===== src/rtl/cpu_wrapper_1.sv =====
// cpu_wrapper_1: single-cycle 8-bit CPU, four registers, Harvard view of a dual-port memory
// Define SHIFT_ROTATE_EN to make opcode 8 execute SHL/SHR/RLC/RRC; otherwise it is a NOP.
module cpu_wrapper_1 (
    input  logic       clk,
    input  logic       rst,
    output logic [3:0] CCR_out,
    output logic [7:0] mem_addr_a,
    input  logic [7:0] Instr_in,
    output logic       mem_write_enable,
    output logic [7:0] mem_addr_b,
    output logic [7:0] mem_write_data_b,
    input  logic [7:0] mem_data_out_b
);
    logic [7:0] pc;
    logic [7:0] r [4];
    logic [3:0] ccr, ccr_n;
    logic       halted, imm_pending;
    logic [1:0] ra_lat;
    logic [3:0] op;
    logic [1:0] ra, rb, dst;
    logic [7:0] a, b, ax, ay, res, pc_n;
    logic [8:0] sum;
    logic       asub, ov, wr, c_n, v_n, zn_upd, halt_n, pend_n, mem_op;

    assign op = Instr_in[7:4];
    assign ra = Instr_in[3:2];
    assign rb = Instr_in[1:0];
    assign a = r[ra];
    assign b = r[rb];
    assign dst = imm_pending ? ra_lat : ra;
    assign mem_op = !imm_pending && (op == 4'hA || op == 4'hB);
    assign mem_addr_a = pc;
    assign CCR_out = ccr;
    assign mem_addr_b = mem_op ? b : 8'd0;
    assign mem_write_data_b = a;
    assign mem_write_enable = !rst && !halted && !imm_pending && op == 4'hB;

    // Shared adder: ADD/SUB use ra,rb; NEG is 0-ra; INC/DEC use ra with constant 1
    assign ax = (op == 4'h7 && rb == 2'd1) ? 8'd0 : a;
    assign ay = op == 4'h7 ? (rb[1] ? 8'd1 : a) : b;
    assign asub = op == 4'h3 || (op == 4'h7 && rb != 2'd2);
    assign sum = asub ? {1'b0, ax} - {1'b0, ay} : {1'b0, ax} + {1'b0, ay};
    assign ov = asub ? (ax[7] ^ ay[7]) & (sum[7] ^ ax[7]) : ~(ax[7] ^ ay[7]) & (sum[7] ^ ax[7]);

    always_comb begin
        res = a;
        wr = 1'b0;
        c_n = ccr[2];
        v_n = ccr[3];
        zn_upd = 1'b0;
        halt_n = halted;
        pend_n = 1'b0;
        pc_n = pc + 8'd1;
        if (imm_pending) begin
            wr = 1'b1;
            res = Instr_in;
        end else begin
            case (op)
                4'h1: begin wr = 1'b1; res = b; end
                4'h2, 4'h3: begin wr = 1'b1; zn_upd = 1'b1; res = sum[7:0]; c_n = sum[8]; v_n = ov; end
                4'h4: begin wr = 1'b1; zn_upd = 1'b1; res = a & b; end
                4'h5: begin wr = 1'b1; zn_upd = 1'b1; res = a | b; end
                4'h6: begin wr = 1'b1; zn_upd = 1'b1; res = a ^ b; end
                4'h7: begin
                    wr = 1'b1;
                    zn_upd = 1'b1;
                    res = rb == 2'd0 ? ~a : sum[7:0];
                    c_n = rb == 2'd0 ? ccr[2] : sum[8];
                    v_n = rb == 2'd0 ? ccr[3] : ov;
                end
`ifdef SHIFT_ROTATE_EN
                4'h8: begin
                    wr = 1'b1;
                    zn_upd = 1'b1;
                    c_n = rb[0] ? a[0] : a[7];
                    res = rb[0] ? {rb[1] & ccr[2], a[7:1]} : {a[6:0], rb[1] & ccr[2]};
                end
`endif
                4'h9: pend_n = 1'b1;
                4'hA: begin wr = 1'b1; res = mem_data_out_b; end
                4'hC: pc_n = (&ra || ccr[ra]) ? b : pc + 8'd1;
                4'hD: c_n = ra[1] ? ccr[2] : !ra[0];
                4'hF: begin halt_n = 1'b1; pc_n = pc; end
                default: ;
            endcase
        end
    end

    assign ccr_n = {v_n, c_n, zn_upd ? res[7] : ccr[1], zn_upd ? res == 8'd0 : ccr[0]};

    always_ff @(posedge clk) begin
        if (rst) begin
            pc <= 8'd0;
            r <= '{default: 8'd0};
            ccr <= 4'd0;
            halted <= 1'b0;
            imm_pending <= 1'b0;
            ra_lat <= 2'd0;
        end else if (!halted) begin
            pc <= pc_n;
            ccr <= ccr_n;
            halted <= halt_n;
            imm_pending <= pend_n;
            if (!imm_pending) ra_lat <= ra;
            if (wr) r[dst] <= res;
        end
    end
endmodule


===== config.mk =====
export PLATFORM = sky130hd
export DESIGN_NAME = cpu_wrapper_1
export DESIGN_NICKNAME = d
export VERILOG_FILES = /design/src/rtl/cpu_wrapper_1.sv
export SDC_FILE = /design/constraint.sdc
export NUM_CORES = 1
export LEC_CHECK = 0
export ABC_CLOCK_PERIOD_IN_PS = 9750
export CAP_MARGIN = 5
export CELL_PAD_IN_SITES_DETAIL_PLACEMENT = 2
export CELL_PAD_IN_SITES_GLOBAL_PLACEMENT = 2
export CORE_UTILIZATION = 38
export DETAILED_ROUTE_END_ITERATION = 16
export HOLD_SLACK_MARGIN = 0.05
export PLACE_DENSITY = 0.95
export SLEW_MARGIN = 10
export SYNTH_ARGS = -nofsm -noshare
export SYNTH_HDL_FRONTEND = slang
export SYNTH_SLANG_ARGS = --single-unit
export TNS_END_PERCENT = 20

===== constraint.sdc =====
create_clock -name clk -period 9.75 [get_ports clk]
set_input_delay 2.4375 -clock clk [delete_from_list [all_inputs] [get_ports clk]]
set_output_delay 2.4375 -clock clk [all_outputs]
set_load 0.01 [all_outputs]

# --- Word-level counts from Yosys, hierarchy flattened ---
# Cells that the tools add are included.
# W data, S select, Z words.
totals:
  register_bits: 48
  wordCells: 116
  output_inout_bits: 29
  inputBits: 18
op_classes:
  n_addsub: 3
  n_bitwise: 14
  reduce_logical: 27
  n_lt_le_gt_ge: 5
  eq_ne: 18
  mux: 38
op_table:
  columns: ["operator", "count"]
  rows:
  - ["$mux W8", 13]
  - ["$pmux W8 S7", 1]
  - ["$bmux W8 S2", 2]
  - ["$bwmux W32", 1]
  - ["$eq A4 B4 Y1 const B", 6]
  - ["$demux W8 S2", 1]
  - ["$eq A4 B3 Y1 const B", 4]
  - ["$pmux W8 S2", 1]
  - ["$mux W1", 14]
  - ["$add A8 B8 Y9", 1]
  - ["$ge A3 B3 Y1 const B", 3]
  - ["$mux W9", 1]
  - ["$not A2 Y3", 3]
  - ["$sub A8 B8 Y9", 1]
  - ["$add A8 B1 Y8 const B", 1]
  - ["$and A8 B8 Y8", 1]
  - ["$eq A4 B2 Y1 const B", 2]
  - ["$logic_not A8 Y1", 1]
  - ["$ne A2 B2 Y1 const B", 4]
  - ["$not A8 Y8", 1]
  - ["$or A8 B8 Y8", 1]
  - ["$reduce_and A2 Y1", 4]
  - ["$reduce_or A8 Y1", 1]
  - ["$xor A8 B8 Y8", 1]
  - ["other kinds (21)", 36]

# --- Depth between registers and ports, before layout ---
# Gate-level depths: netlist (run 1).
depth:
  word_depth: 13
  ltp_mapped: 18
  ltp_nobuf: 15

# --- Worst setup path before layout (run 1) ---
# OpenSTA, ideal clock, no wires.
synth_path:
  path_type: "input-to-output"
  from: "in Instr_in[7]"
  to: "out mem_addr_b[2]"
  setup_slack_ns: 3.797
  n_path_buf: 2
  cell_stages: 5
  arrival_ns: 3.515
  required_time_ns: 7.312
  path_cell_list: "clkbuf_8 > clkbuf_1 > nand2b_1 > nor3_1 > and2_2"
synth_between:
  elab_chain_len: 4
  elab_cells_between_ends: 5
synth_rtl:
  columns: ["item", "line_no", "text"]
  rows:
  - ["start: declaration", "8", "input logic [7:0] Instr_in,"]
  - ["$eq A4 B4 Y1", "31", "assign mem_op = !imm_pending && (op == 4'hA || op == 4'hB);"]
  - ["$logic_or A1 B1 Y1 (*)", "31", null]
  - ["$logic_and A1 B1 Y1 (*)", "31", null]
  - ["$mux W8 (*)", "34", "assign mem_addr_b = mem_op ? b : 8'd0;"]
  - ["end: declaration", "10", "output logic [7:0] mem_addr_b,"]
# Every way passes the cells marked *; elsewhere a longest branch is shown, timed or not.

# --- Worst setup path in the final report (run 1) ---
layout_path:
  from: "in Instr_in[5]"
  to: "out mem_addr_b[2]"
# The elaborated chain is that of the path after synthesis.

==> results.yml, run 1 <==
global_routing:
  track_usage_pct: 31.7
  grt_pass1_wl_um: 27700
  grt_pass1_vias: 4927
  antenna_found_initial: 0
  grt_start_max_net_pins: 51
  grt.overflow.total: 0
clock_network:
  cts_tree: "built"
  cts_sinks: 48
  h-tree-depth: 2
  clkTransAtPathRegs_ns: 0.07
  cts_hold_buf: 0
  cts_resized: 0
  insertion_delay_ns: 0.30
  post_cts.repair.setup_buffers: 0
  cts_root_buf: "clkbuf_16"
  numCtsBuffers: 5
  max-clock-path-buffers: 2
critical_path:
  crit_type: "primary input to primary output"
  cp.required_ns: 7.31
  r2r_cells: 14
  slowest_delay_ns: 1.05
  ff2ff_setup_slack_ns: 5.58
  cp_slowest_cell: "clkdlybuf4s50_1"
  cp_max_fo: 20
  cpMostUsedCell: "clkdlybuf4s50_1"
  regToRegStartpoint: "r[0]"
  end_kind: "primary output"
  crit_arrival_ns: 5.28
  crit_buf_inv: 3
  critPathLaunchType: "primary input"
  path_cells: "clkdlybuf4s50_1, inv_1, nor3_1, and2_2, clkdlybuf4s50_1"
  reg2reg_to: "CCR_out[0]"
  crit_family: "buffers and inverters"
logic_synthesis:
  synth_cell_types: 74
  ys_warn_count: 0
  synth_area_leader_cell: "dfxtp_1"
  ys_async_sr_fraction_pct: 0
  syn_area_per_cell_um2: 8.43
  synth_fp_nets: 554
  ys.flop_type: "dfxtp_1"
  synth_edf_count: 0
  yosys-top-cells-area: "dfxtp_1 22%, mux2i_1 7.9%, ha_1 7.6%"
  ys_seq_area_share_pct: 22.4
  synthCells: 509
  syn_area_um2: 4290
  ys_seq_elements: 48
  yosys.area.top_type_share_pct: 22.4
cells_and_area:
  stdcell_area_um2: 4910
  seqCellArea_um2: 961
  nFillCells: 1233
  fin_nets: 576
  drive_above_1_share_pct: 9.77
  syn_to_final_growth_pct: 14.5
  diodes: 0
  postLayoutCoreUtil_pct: 44.9
  multi_input_area_um2: 3020
sta:
  max_freq_ghz: 0.130
  worst_slew_pin_slew_ns: 1.18
  hold_violations: 0
  min_period_over_period_pct: 79.2
  setup_violations: 0
  rsz0062_at_grt: "false"
  slew_headroom_pct: 20.9
  slew_viol_final: 0
  fin_crit_ns: 7.72
  fin_skew_ns: 0.00429
  setup_tns_ns: 0
detailed_routing:
  wl_met2_um: 9050
  vias: 4331
  routed_wl_um: 17800
  via_per_inst: 6.44
  dr_wl_met3_um: 1140
  wl_met1_um: 7030
  highest_layer: "met4"
  initialDrtViolationCount: 343
  wl_per_cell_um: 26.5
  firstDrtPassIters: 5
  drc_errors: 0
  drt.antenna.violating_nets: 0
die:
  core_um2: 10900
  start_util_pct: 39.2
  dieArea_um2: 11700
  die_x_um: 108
  pin_count: 47
  die_h_um: 108
  num_rows: 38
outcome:
  status: "finished, final reports clean"
worst_hold_path:
  hold-path-cell-count: 2
  holdPathEnd: "ra_lat[0]"
  min-delay-start: "ra_lat[0]"
  hold_class: "flop to flop"
placement:
  place_area_um2: 4730
  hpwl_um: 12800
  port_buffers: 46
  gp_routability_congestion: 0.926
pwr:
  vdd_drop_max_uv: 62.3
  p_total_uw: 650
  cellLeakagePower_uw: 0.00192
  powerDensity_nw_per_um2: 132
job:
  drv_cap: 0
==> Yosys cell counts (all sizes together), types with 6 or more instances <==
master and n:
dfxtp 48, o22ai 16, mux2i 34, nor3 14
a21oi 31, buf 11, nand3 6, mux4 15
and2 14, nor2 56, nand2 30, ha 26
clkbuf 21, nand2b 12, o21ai 24, nor2b 10
a22oi 8, a31oi 7, a211oi 11, inv 27
==> through the flow <==
stage / instances / hold slack, ns / worst slack, ns
after floorplan: 509 / 0.436 / 3.80
after global placement: 664 / 0.445 / 2.26
after detailed placement: 664 / 0.477 / 2.08
after CTS: 672 / 0.489 / 2.07
after global routing: 672 / 0.497 / 1.81
final: 672 / 0.484 / 2.03
==> metal layers <==
layer | vias up | global-route usage, %
met4 | 0 | 14.4
met5 | - | 0
met2 | 176 | 55.7
met1 | 2193 | 37.1
li1 | 1911 | -
met3 | 51 | 6.03
==> placed cells by master, fill, tap and decap left out, types with 6 or more instances in the layout <==
master           synthesis  final
nor2_1                  55     55
dfxtp_1                 48     48
clkdlybuf4s50_1          0     46
mux2i_1                 34     34
a21oi_1                 31     31
nand2_1                 30     30
inv_1                   27     27
ha_1                    26     26
o21ai_0                 20     20
o22ai_1                 15     15
mux4_2                  12     12
nor3_1                  12     12
nand2b_1                11     11
a211oi_1                10     10
nor2b_1                 10     10
and2_1                   9      9
a22oi_1                  8      8
nand3_1                  6      6
==> sequential cells by signal, summed over array words and instances, names as in the netlist <==
name	cells
CCR_out	4
mem_addr_a	8
ra_lat	2
halted	1
r	32
imm_pending	1
==> report_power, final <==
part | switching, uW | internal (uW)
sequential | 9.74 | 206
clock | 84.5 | 122
combinational | 140 | 87.6
total | 234 | 415
==> kinds of logic after synthesis <==
logic type / after synthesis / synth area share (%)
flops: 48 / 22.4
buf+inv: 60 / 7.23
fa+ha+maj: 27 / 8.05
compound gates: 139 / 22.3
mux: 52 / 16.9
xor+xnor: 9 / 1.84
simple gates: 174 / 21.3
==> worst min-delay path, cell delays in order, from the launching register on <==
cell and delay, ns:
dfxtp_1 0.31, nand2_1 0.06, a21oi_1 0.06
==> final cells by class <==
cell class                 instances  area share, %
timing repair buffer              48           9.68
clock inverter                     3          0.968
inverter                          27           2.06
sequential                        48           19.6
multi-input combinational        401           61.6
clock buffer                       5           2.55
tap                              140           3.57
==> worst max-delay path by stage <==
stage	from	endpoint	cells past startpoint	slack, ns
2_1_floorplan	Instr_in[7]	mem_addr_b[2]	5	3.80
3_3_place_gp	Instr_in[5]	mem_addr_b[2]	5	2.26
3_5_place_dp	Instr_in[5]	mem_addr_b[2]	5	2.08
4_1_cts	Instr_in[5]	mem_addr_b[2]	5	2.07
5_1_grt	Instr_in[5]	mem_addr_b[2]	5	1.81
6_report	Instr_in[5]	mem_addr_b[2]	5	2.03
No activity file was read; power rests on OpenSTA's default activity.
==> run 2: changes to the inputs <==
- ABC_CLOCK_PERIOD_IN_PS: 9750 -> 7300
- CORE_UTILIZATION: 38 -> 35
- PLACE_DENSITY: 0.95 -> 0.9
- clock period: 9.75 -> 7.3 ns (I/O delays scaled with it)
==> run 2 against run 1 <==
Worst hold slack got worse by 0.018 ns. Sequential cell count unchanged. Worst setup slack got worse by 1.4 ns. Global-route usage decreased by 3.8 points. Via count decreased by 0.88%. Non-clock buffer count increased by 8. Largest cell class unchanged. Critical endpoint is now r[7]. Sequential share of layout area decreased by 0.27 points. Clock skew increased by 0.0032 ns. Register-to-register slack got worse by 2.8 ns. Critical path depth increased by 9.
==> results.yml, run 2 (synthesis results as in run 1) <==
critical_path:
  crit_buf_inv: 1
  cpMostUsedCell: "ha_1"
  crit_arrival_ns: 6.88
  crit_start: "Instr_in[3]"
  cp_max_fo: 16
  reg2reg_to: "r[7]"
  cp_slowest_cell: "clkdlybuf4s50_1"
  cp.required_ns: 7.50
  crit_family: "compound AO/OA/AOI/OAI gates"
  end_kind: "flop"
  crit_type: "primary input to flop"
  slowest_delay_ns: 1.04
  ff2ff_setup_slack_ns: 2.80
  cp_num_cells: 14
  r2r_cells: 13
  regToRegStartpoint: "r[25]"
  path_cells: "clkdlybuf4s50_1, mux4_2, a22oi_1, ha_1, o311ai_0, o21ai_0, xor2_1, ha_1, nand2_1, a211oi_1, o2111ai_1, nand3_1, a21oi_1, a311oi_1"
  critPathLaunchType: "primary input"
detailed_routing:
  initialDrtViolationCount: 308
  wl_per_cell_um: 25.0
  drc_errors: 0
  via_per_inst: 6.25
  firstDrtPassIters: 6
  vias: 4293
  drt.antenna.violating_nets: 0
  routed_wl_um: 17200
cells_and_area:
  syn_to_final_growth_pct: 16.0
  nFillCells: 1331
  drive_above_1_share_pct: 10.9
  largest_reg_flops: 32
  diodes: 0
  mostFrequentLayoutCells: "55 x nor2_1, 48 x dfxtp_1, 46 x clkdlybuf4s50_1"
  fin_cells: 687
  final_common_cell: "nor2_1"
  fin_nets: 584
  regMostFlops: "r"
sta:
  setup_violations: 0
  slew_headroom_pct: 11.6
  hold_violations: 0
  rsz0062_at_grt: "false"
  fin_skew_ns: 0.00747
  worst_slew_pin_slew_ns: 1.32
  fin_crit_ns: 6.68
  max_freq_ghz: 0.150
  setup_ws_ns: 0.618
  setup_tns_ns: 0
  min_period_over_period_pct: 91.5
  slew_viol_final: 0
  timing.hold.ws_ns: 0.466
clock_network:
  cts_hold_buf: 0
  h-tree-depth: 2
  cts_sinks: 48
  numCtsBuffers: 5
  post_cts.repair.setup_buffers: 0
  cts_root_buf: "clkbuf_16"
  cts_resized: 0
  insertion_delay_ns: 0.31
  max-clock-path-buffers: 2
  cts_tree: "built"
  clkTransAtPathRegs_ns: 0.07
die:
  die_x_um: 113
  core_um2: 12000
  dieArea_um2: 12700
  die_h_um: 113
  num_rows: 40
  pin_count: 47
  start_util_pct: 35.9
worst_hold_path:
  holdPathEnd: "ra_lat[0]"
  hold-path-cell-count: 2
  min-delay-start: "ra_lat[0]"
  hold_class: "flop to flop"
pwr:
  swShare_pct: 35.3
  intPower_uw: 566
  p_sw_uw: 308
  pwr-share-clk_pct: 32.2
  p_total_uw: 874
  cellLeakagePower_uw: 0.00196
  powerDensity_nw_per_um2: 176
  vdd_drop_max_uv: 163
  p_seq_share_pct: 32.8
  combPwrFrac_pct: 35.0
job:
  drv_cap: 0
global_routing:
  antenna_found_initial: 0
  track_usage_pct: 27.9
  grt_start_max_net_pins: 50
  grt_pass1_wl_um: 26900
  grt_pass1_vias: 4695
  grt.overflow.total: 0
placement:
  port_buffers: 46
  place_ws_ns: 0.739
  dpl.cell_count: 679
  gp_routability_congestion: 0.918
  hpwl_um: 12800
outcome:
  status: "finished, final reports clean"
## run 2: cell count changes in the layout (fill, tap and decap cells not counted), sizes merged
cell / before / now
clkbuf: 5 / 6
buf: 2 / 10
clkinv: 2 / 1
## run 2: tightest hold or removal path, stage by stage, from the launching register on
cell,delay [ns]
dfxtp_1,0.31
nand2_1,0.05
a21oi_1,0.05
## run 2: layout make-up
class	instances	area, um^2	area share (%)
sequential	48	961	19.3
timing repair buffer	56	536	10.8
multi-input combinational	401	3020	60.6
tap	147	184	3.70
clock buffer	6	139	2.79
inverter	27	101	2.04
clock inverter	2	38.8	0.779
## run 2: worst max path at each step
stage                       to  slack [ns]
finish                    r[7]        0.62
global placement    CCR_out[0]        1.03
CTS                       r[7]        0.78
floorplan           CCR_out[0]        2.14
detailed placement       r[23]        0.74
global route              r[7]        0.46
## run 2: layer usage
metal | vias up | wire length, um | global-route usage (%)
met1 | 2203 | 7320 | 35.0
li1 | 1924 | - | -
met3 | 31 | 889 | 4.07
met4 | 0 | 490 | 11.4
met5 | - | 0 | 0
met2 | 135 | 8480 | 48.1
## run 2: power by group through the flow
stage | logic [uW] | registers (uW) | clock network [uW]
5_1_grt | 324 | 288 | 298
3_3_place_gp | 276 | 291 | 0
2_1_floorplan | 196 | 290 | 0
3_5_place_dp | 294 | 292 | 0
4_1_cts | 301 | 287 | 290
6_report | 306 | 287 | 281
## run 2: through the flow
step / cell area [um^2] / util (%)
floorplan: 4290 / -
global placement: 4800 / 40.1
detailed placement: 4800 / 40.1
CTS: 4980 / 41.6
global route: 4980 / 41.6
finish: 4980 / 41.6
==> run 3: changes to the inputs <==
- CELL_PAD_IN_SITES_DETAIL_PLACEMENT: 2 -> unset
- CELL_PAD_IN_SITES_GLOBAL_PLACEMENT: 2 -> unset
- CORE_UTILIZATION: 35 -> 54
- DONT_BUFFER_PORTS: unset -> 1
- PLACE_DENSITY: 0.9 -> 0.78
==> run 3 against run 2 <==
Total power down 15%. Highest routed layer unchanged. Final cell count down 15%. Worst setup slack better by 1.5 ns. Largest power group is now registers. Sequential cell count unchanged. Register-to-register slack better by 0.50 ns. Non-clock buffer count down 54. Sequential share of layout area up 2.8 points. Maximum frequency up 29%. First-iteration DRC count up 40%. Final area down 13%. Count of clock-buffer cells in the layout down 1. Worst hold slack worse by 0.0067 ns.
==> results.yml, run 3 (synthesis results as in run 1) <==
detailed_routing:
  drc_errors: 0
  firstDrtPassIters: 5
  via_per_inst: 6.68
  routed_wl_um: 11800
  wl_per_cell_um: 20.2
  vias: 3919
  drt.antenna.violating_nets: 0
  initialDrtViolationCount: 430
sta:
  setup_tns_ns: 0
  max_freq_ghz: 0.193
  hold_violations: 0
  min_period_over_period_pct: 71.1
  fin_crit_ns: 5.19
  timing.hold.ws_ns: 0.460
  rsz0062_at_grt: "false"
  slew_viol_final: 0
  fin_skew_ns: 0.00820
  slew_headroom_pct: 31.7
  setup_violations: 0
  worst_slew_pin_slew_ns: 1.02
global_routing:
  grt.overflow.total: 0
  grt_pass1_wl_um: 18900
  grt_pass1_vias: 3684
  track_usage_pct: 28.6
  antenna_found_initial: 0
  grt_start_max_net_pins: 51
pwr:
  combPwrFrac_pct: 30.7
  p_sw_uw: 234
  cellLeakagePower_uw: 0.00173
  swShare_pct: 31.6
  p_seq_share_pct: 38.9
  intPower_uw: 507
  pwr-share-clk_pct: 30.4
  powerDensity_nw_per_um2: 170
  vdd_drop_max_uv: 146
cells_and_area:
  fin_cells: 587
  mostFrequentLayoutCells: "55 x nor2_1, 48 x dfxtp_1, 34 x mux2i_1"
  stdcell_area_um2: 4350
  drive_above_1_share_pct: 10.3
  fin_nets: 530
  postLayoutCoreUtil_pct: 56.6
  regMostFlops: "r"
  largest_reg_flops: 32
  final_common_cell: "nor2_1"
  diodes: 0
  syn_to_final_growth_pct: 1.46
clock_network:
  cts_root_buf: "clkbuf_8"
  numCtsBuffers: 5
  cts_resized: 0
  cts_tree: "built"
  insertion_delay_ns: 0.31
  clkTransAtPathRegs_ns: 0.09
  post_cts.repair.setup_buffers: 0
  cts_hold_buf: 0
  cts_sinks: 48
  max-clock-path-buffers: 2
  h-tree-depth: 2
die:
  pin_count: 47
  num_rows: 32
  die_h_um: 91.1
  die_x_um: 91.1
  core_um2: 7690
  dieArea_um2: 8300
  start_util_pct: 55.8
worst_hold_path:
  hold_class: "flop to flop"
critical_path:
  end_kind: "flop"
  cp.required_ns: 7.51
  crit_arrival_ns: 5.40
  crit_type: "primary input to flop"
  cp_max_fo: 13
  critPathLaunchType: "primary input"
placement:
  port_buffers: 0
  place_area_um2: 4220
  dpl.cell_count: 580
  hpwl_um: 8810
  gp_routability_congestion: 0.942
outcome:
  status: "finished, final reports clean"
job:
  drv_cap: 0
run 3: final timing paths:
kind                             startpoint          to  slack [ns]  depth (start not counted)
worst min-delay path              ra_lat[0]   ra_lat[0]        0.46                          2
worst min register to register    ra_lat[0]   ra_lat[0]        0.46                          2
worst max-delay path            Instr_in[2]  CCR_out[0]        2.11                         13
worst max register to register         r[1]  CCR_out[0]        3.30                         13
run 3: worst max-delay path, stage by stage:
cell and delay [ns]:
mux4_2 0.61, a22oi_1 0.36, ha_1 0.23, o311ai_0 0.23
o21ai_0 0.27, xnor2_1 0.09, ha_1 0.21, or2_2 0.29
o22ai_1 0.16, mux2_2 0.38, a21oi_1 0.42, nor3_1 0.13
a21o_1 0.19
run 3: per-stage QoR:
step	worst slack (ns)	power, uW
after detailed placement	1.86	516
final	2.11	740
after global routing	1.90	772
after floorplan	2.14	486
after CTS	2.17	739
after global placement	2.03	509
run 3: final cells by class:
type	count	area [um^2]
clock buffer	5	68.8
inverter	27	101
sequential	48	961
multi-input combinational	401	3020
tap	102	128
timing repair buffer	2	15.0
fill	723	3340
clock inverter	2	60.1
run 3: per-layer routing:
layer / track usage (%) / share of wire, % / up-vias / routed length [um]
met3: 5.03 / 7.5 / 31 / 888
met1: 36.4 / 42 / 1874 / 4940
met5: 0 / 0 / - / 0
met4: 11.6 / 3.3 / 0 / 394
li1: - / - / 1821 / -
met2: 47.9 / 47 / 193 / 5610
run 3: power groups by stage:
stage	Sequential [uW]	Combinational, uW	Clock [uW]
after floorplan	290	196	0
after global placement	293	216	0
after detailed placement	294	222	0
after CTS	288	223	228
after global routing	290	248	235
final	288	228	225
